$ cat config.mk
export PLATFORM = sky130hd
export DESIGN_NAME = prirv32_mem_arbiter
export DESIGN_NICKNAME = d
export VERILOG_FILES = /design/src/rtl/prirv32_mem_arbiter.sv
export SDC_FILE = /design/constraint.sdc
export NUM_CORES = 1
export LEC_CHECK = 0
export BUFFER_PORTS_ARGS = -buffer_cell sky130_fd_sc_hd__buf_2
export CELL_PAD_IN_SITES_DETAIL_PLACEMENT = 0
export CELL_PAD_IN_SITES_GLOBAL_PLACEMENT = 1
export CORE_UTILIZATION = 37
export DETAILED_ROUTE_END_ITERATION = 12
export GPL_TIMING_DRIVEN = 0
export PLACE_DENSITY_LB_ADDON = 0.12
export SYNTH_ARGS = -nofsm -noshare
export SYNTH_HDL_FRONTEND = slang
export SYNTH_SLANG_ARGS = --single-unit
export TNS_END_PERCENT = 50
$ cat constraint.sdc
create_clock -name clk_i -period 2.9 [get_ports clk_i]
set_clock_uncertainty 0.2 [all_clocks]
set_input_delay 0.58 -clock clk_i [delete_from_list [all_inputs] [get_ports clk_i]]
set_output_delay 0.58 -clock clk_i [all_outputs]
set_load 0.1 [all_outputs]
$ cat src/rtl/prirv32_mem_arbiter.sv
// prirv32_mem_arbiter: shares the single priRV32 memory port between the
// instruction fetch unit (IF) and the load/store unit (LS). LS has default
// priority; a starvation counter forces an IF win after STARVE_MAX
// consecutive LS wins over a pending fetch.
// Optional feature: define PRIRV32_ARB_TIMEOUT_EN to abort a transfer that
// waits TIMEOUT cycles without mem_ack_i (reported through err_o).
module prirv32_mem_arbiter #(
   parameter int ADDR_W     = 32,
   parameter int DATA_W     = 32,
   parameter int STARVE_MAX = 4,
   parameter int TIMEOUT    = 16
) (
   input  logic                  clk_i,
   input  logic                  rst_n,
   input  logic                  if_req_i,
   input  logic [ADDR_W-1:0]     if_addr_i,
   output logic                  if_gnt_o,
   output logic                  if_rvalid_o,
   input  logic                  ls_req_i,
   input  logic                  ls_we_i,
   input  logic [ADDR_W-1:0]     ls_addr_i,
   input  logic [DATA_W-1:0]     ls_wdata_i,
   input  logic [DATA_W/8-1:0]   ls_be_i,
   output logic                  ls_gnt_o,
   output logic                  ls_rvalid_o,
   output logic [DATA_W-1:0]     rdata_o,
   output logic                  err_o,
   output logic                  mem_req_o,
   output logic                  mem_we_o,
   output logic [ADDR_W-1:0]     mem_addr_o,
   output logic [DATA_W-1:0]     mem_wdata_o,
   output logic [DATA_W/8-1:0]   mem_be_o,
   input  logic                  mem_ack_i,
   input  logic [DATA_W-1:0]     mem_rdata_i
);

   localparam int BE_W  = DATA_W / 8;
   // Width never drops to zero, even when STARVE_MAX is 0 (IF always wins).
   localparam int CNT_W = (STARVE_MAX > 0) ? $clog2(STARVE_MAX + 1) : 1;
   localparam logic [CNT_W-1:0] STARVE_LIM = CNT_W'(STARVE_MAX);

   localparam logic [1:0] S_IDLE    = 2'd0;
   localparam logic [1:0] S_BUSY_IF = 2'd1;
   localparam logic [1:0] S_BUSY_LS = 2'd2;

   if (TIMEOUT < 1) begin : g_bad_timeout
      $error("prirv32_mem_arbiter: TIMEOUT must be at least 1");
   end

   logic [1:0]        state_q, state_d;
   logic [CNT_W-1:0]  starve_q, starve_d;
   logic              if_gnt_q, if_gnt_d;
   logic              ls_gnt_q, ls_gnt_d;
   logic              if_rvalid_q, if_rvalid_d;
   logic              ls_rvalid_q, ls_rvalid_d;
   logic [DATA_W-1:0] rdata_q, rdata_d;
   logic              mem_req_q, mem_req_d;
   logic              mem_we_q, mem_we_d;
   logic [ADDR_W-1:0] mem_addr_q, mem_addr_d;
   logic [DATA_W-1:0] mem_wdata_q, mem_wdata_d;
   logic [BE_W-1:0]   mem_be_q, mem_be_d;
   logic              if_wins;

`ifdef PRIRV32_ARB_TIMEOUT_EN
   localparam int TO_W = $clog2(TIMEOUT + 1);
   localparam logic [TO_W-1:0] TO_LAST = TO_W'(TIMEOUT - 1);
   logic [TO_W-1:0]   to_q, to_d;
   logic              err_q, err_d;
`endif

   // IF takes a conflict only once LS has starved it STARVE_MAX times in a row.
   assign if_wins = if_req_i && (!ls_req_i || (starve_q == STARVE_LIM));

   // Next-state and output-register computation for the arbiter FSM.
   always_comb begin
      state_d     = state_q;
      starve_d    = starve_q;
      if_gnt_d    = 1'b0;
      ls_gnt_d    = 1'b0;
      if_rvalid_d = 1'b0;
      ls_rvalid_d = 1'b0;
      rdata_d     = rdata_q;
      mem_req_d   = mem_req_q;
      mem_we_d    = mem_we_q;
      mem_addr_d  = mem_addr_q;
      mem_wdata_d = mem_wdata_q;
      mem_be_d    = mem_be_q;
`ifdef PRIRV32_ARB_TIMEOUT_EN
      to_d        = to_q;
      err_d       = 1'b0;
`endif
      case (state_q)
         S_IDLE: begin
            if (if_wins) begin
               state_d    = S_BUSY_IF;
               starve_d   = '0;
               if_gnt_d   = 1'b1;
               mem_req_d  = 1'b1;
               mem_we_d   = 1'b0;
               mem_addr_d = if_addr_i;
               mem_be_d   = '1;
`ifdef PRIRV32_ARB_TIMEOUT_EN
               to_d       = '0;
`endif
            end else if (ls_req_i) begin
               state_d     = S_BUSY_LS;
               ls_gnt_d    = 1'b1;
               mem_req_d   = 1'b1;
               mem_we_d    = ls_we_i;
               mem_addr_d  = ls_addr_i;
               mem_wdata_d = ls_wdata_i;
               mem_be_d    = ls_be_i;
               if (if_req_i && (starve_q != STARVE_LIM)) begin
                  starve_d = starve_q + 1'b1;
               end
`ifdef PRIRV32_ARB_TIMEOUT_EN
               to_d        = '0;
`endif
            end
         end
         S_BUSY_IF, S_BUSY_LS: begin
            if (mem_ack_i) begin
               if (!mem_we_q) begin
                  rdata_d = mem_rdata_i;
               end
               mem_req_d   = 1'b0;
               if_rvalid_d = (state_q == S_BUSY_IF);
               ls_rvalid_d = (state_q == S_BUSY_LS);
               state_d     = S_IDLE;
            end
`ifdef PRIRV32_ARB_TIMEOUT_EN
            else if (to_q == TO_LAST) begin
               rdata_d     = '0;
               mem_req_d   = 1'b0;
               if_rvalid_d = (state_q == S_BUSY_IF);
               ls_rvalid_d = (state_q == S_BUSY_LS);
               err_d       = 1'b1;
               state_d     = S_IDLE;
            end else begin
               to_d = to_q + 1'b1;
            end
`endif
         end
         default: begin
            state_d   = S_IDLE;
            mem_req_d = 1'b0;
         end
      endcase
   end

   // State and registered outputs; reset abandons any transfer in flight.
   always_ff @(posedge clk_i or negedge rst_n) begin
      if (!rst_n) begin
         state_q     <= S_IDLE;
         starve_q    <= '0;
         if_gnt_q    <= 1'b0;
         ls_gnt_q    <= 1'b0;
         if_rvalid_q <= 1'b0;
         ls_rvalid_q <= 1'b0;
         rdata_q     <= '0;
         mem_req_q   <= 1'b0;
         mem_we_q    <= 1'b0;
         mem_addr_q  <= '0;
         mem_wdata_q <= '0;
         mem_be_q    <= '0;
`ifdef PRIRV32_ARB_TIMEOUT_EN
         to_q        <= '0;
         err_q       <= 1'b0;
`endif
      end else begin
         state_q     <= state_d;
         starve_q    <= starve_d;
         if_gnt_q    <= if_gnt_d;
         ls_gnt_q    <= ls_gnt_d;
         if_rvalid_q <= if_rvalid_d;
         ls_rvalid_q <= ls_rvalid_d;
         rdata_q     <= rdata_d;
         mem_req_q   <= mem_req_d;
         mem_we_q    <= mem_we_d;
         mem_addr_q  <= mem_addr_d;
         mem_wdata_q <= mem_wdata_d;
         mem_be_q    <= mem_be_d;
`ifdef PRIRV32_ARB_TIMEOUT_EN
         to_q        <= to_d;
         err_q       <= err_d;
`endif
      end
   end

   assign if_gnt_o    = if_gnt_q;
   assign ls_gnt_o    = ls_gnt_q;
   assign if_rvalid_o = if_rvalid_q;
   assign ls_rvalid_o = ls_rvalid_q;
   assign rdata_o     = rdata_q;
   assign mem_req_o   = mem_req_q;
   assign mem_we_o    = mem_we_q;
   assign mem_addr_o  = mem_addr_q;
   assign mem_wdata_o = mem_wdata_q;
   assign mem_be_o    = mem_be_q;
`ifdef PRIRV32_ARB_TIMEOUT_EN
   assign err_o       = err_q;
`else
   assign err_o       = 1'b0;
`endif

endmodule
==> out/qor.csv <==
stage;metric;value;unit
die;CORE AREA;12700;µm²
die;Die Y;116;µm
synthesis;Syn. warnings;0;
die;# IOs;245;
cts;cts bufs inserted;9;
placement;Port Buffers;243;
cts;CTS clock-pin slew for the worst setup and hold paths;0.08;ns
drt;final WL;12.6;mm
run;Max-Cap Viols;0;
timing;Slew @ Worst Pin;0.522;ns
worst_setup_path;CP Class;reg -> reg;
timing;final hold violations;0;
layout;commonest non-fill, non-tap cell in the layout;buf_2;
worst_setup_path;Crit. End Element;register;
placement;DP HPWL;9.36;mm
synthesis;Post-Synthesis Cells;387;
synthesis;FFs w/ async S/R, synth;1.00;
drt;Initial DRC Count;197;
worst_setup_path;CP required;2.97;ns
cts;H-tree level count;3;
placement;Final Wtd Congestion;0.748;
cts;Root Buffer;clkbuf_16;
cts;Post-CTS Resized;0;
drt;via count;3915;
outcome;status;complete, no violations;
timing;final period utilization;0.766;
timing;Hold Slack;0.256;ns
timing;setup_tns;0;ns
layout;cell area after layout;6630;µm²
timing;pins over their slew limit;0;
worst_setup_path;Startpoint Class;register;
synthesis;Seq/Total Area, Yosys;0.575;
layout;most frequent cells in the layout;251 x buf_2, 111 x dfrtp_1, 71 x nand2_1;
global_route;largest net degree at the start of global routing;92;
synthesis;Avg Cell Area, Syn;12.5;µm²
worst_setup_path;CP max FO;10;
die;Horiz. Die Dim;116;µm
layout;Fill cells;1169;
global_route;gr usage total;0.189;
cts;post-CTS setup buffers;0;
timing;Max-slew headroom;0.652;
drt;# DRC;0;
drt;Post-DRT Antenna Nets;0;
timing;RSZ-0062 raised after global routing;false;
synthesis;number of synthesized flops with an enable pin;0;
die;Starting Density;0.381;
timing;Final WS setup;0.678;ns
global_route;initial antenna violation count;0;
drt;Via density;4.77;
drt;Avg WL per Cell;15.3;µm
placement;Placed Area;6290;µm²
worst_setup_path;worst reg-to-reg path cell count;8;
global_route;grt total ovfl;0;
die;# rows;41;
synthesis;mapped cell area;4830;µm²
layout;Syn-to-layout area delta;37.2;%
layout;nets;786;
synthesis;Syn Nets;530;
hold_path;cell count of the worst hold path;2;
cts;Clock Latency Late Sink;0.35;ns
synthesis;post-synthesis register bit count;111;
synthesis;Distinct cells, synth;32;
hold_path;Min-Delay Path Class;in -> reg;
timing;final setup fails;0;
cts;CTS Hold Bufs;1;
synthesis;main flop type after synthesis;dfrtp_1;
timing;fmax;450;MHz
cts;CTS tree;done;
placement;Post-Place Worst Slack;0.659;ns
global_route;vias in the first global route;3923;
global_route;global-route wire length before repair;19.4;mm
die;full die area;13500;µm²
layout;# diodes;0;
cts;Max Buffers Root-to-Sink;2;
cts;TritonCTS Sinks;111;
timing;Tmin final;2.22;ns
layout;share of cells above drive strength 1;0.579;
drt;Initial DRT Pass Iterations;4;
worst_setup_path;CP Data Arrival Time;2.29;ns
[final cells by class]
class | count | area, µm² | area share
clock inverters | 7 | 95.1 | 0.0144
inverters | 4 | 15.0 | 0.00227
well taps | 172 | 215 | 0.0325
flip-flops and latches | 111 | 2780 | 0.419
repair buffers | 245 | 1260 | 0.190
clock buffers | 9 | 225 | 0.0340
multi-input cells | 241 | 1850 | 0.280
plain buffers | 31 | 184 | 0.0278
[cell usage after synthesis, types with 2 or more instances]
library cell,count,area (µm²)
a21o_1,3,22.5
a21oi_1,4,20.0
buf_2,9,45.0
buf_4,5,37.5
buf_6,5,56.3
clkbuf_1,11,41.3
dfrtp_1,111,2780
ha_1,5,62.6
inv_1,4,15.0
mux2_2,65,732
nand2_1,71,267
nand4_1,32,200
nor2_1,12,45.0
o211ai_1,3,22.5
o211ai_2,29,363
o21ai_0,2,10.0
[logic make-up after synthesis]
logic type                 after synthesis  synth area share
xor gates and xnor gates                 1           0.00181
buffers and inverters                   35            0.0412
other                                    1          0.000776
DFF                                    111             0.575
AOI/OAI and AO/OA                       47             0.101
and+or+nand+nor                        122             0.115
adders and majority gates                5            0.0130
muxes                                   65             0.152
[worst max-delay path: stages (launching register included)]
cell,delay [ns]
dfrtp_1,0.39
inv_1,0.09
ha_1,0.20
buf_2,0.25
o21a_1,0.15
buf_4,0.18
clkbuf_1,0.39
nand2_1,0.13
o211ai_2,0.15
[flip-flops by register name (all words and copies together), names as in the netlist]
register,count
mem_be_o,4
ls_gnt_o,1
mem_req_o,1
if_gnt_o,1
mem_addr_o,32
if_rvalid_o,1
starve_q,3
mem_wdata_o,32
rdata_o,32
ls_rvalid_o,1
mem_we_o,1
state_q,2
[worst paths after layout]
check / start / endpoint / slack, ns
worst max-delay path: state_q[0] / mem_addr_o[11] / 0.68
worst max register to register: state_q[0] / mem_addr_o[11] / 0.68
max in group asynchronous: rst_n / mem_addr_o[0] / 1.35
worst min-delay path: mem_rdata_i[13] / rdata_o[13] / 0.26
worst min register to register: mem_addr_o[28] / mem_addr_o[28] / 0.28
min in group asynchronous: rst_n / mem_wdata_o[11] / 0.44
[routing by layer]
layer / wire (µm) / vias to the layer above / global-route usage
met5: 0 / - / 0
met1: 5220 / 1872 / 0.231
met2: 6220 / 155 / 0.317
li1: - / 1875 / -
met4: 205 / 0 / 0.0786
met3: 907 / 13 / 0.0509
[per-stage QoR]
stage / std cells / utilization
floorplan: 387 / -
global placement: 802 / 0.494
detailed placement: 803 / 0.497
CTS: 820 / 0.523
global route: 820 / 0.523
finish: 820 / 0.523
Power is not shown: default switching activity piles up to over one toggle a cycle in this logic, so the estimate is an artifact.
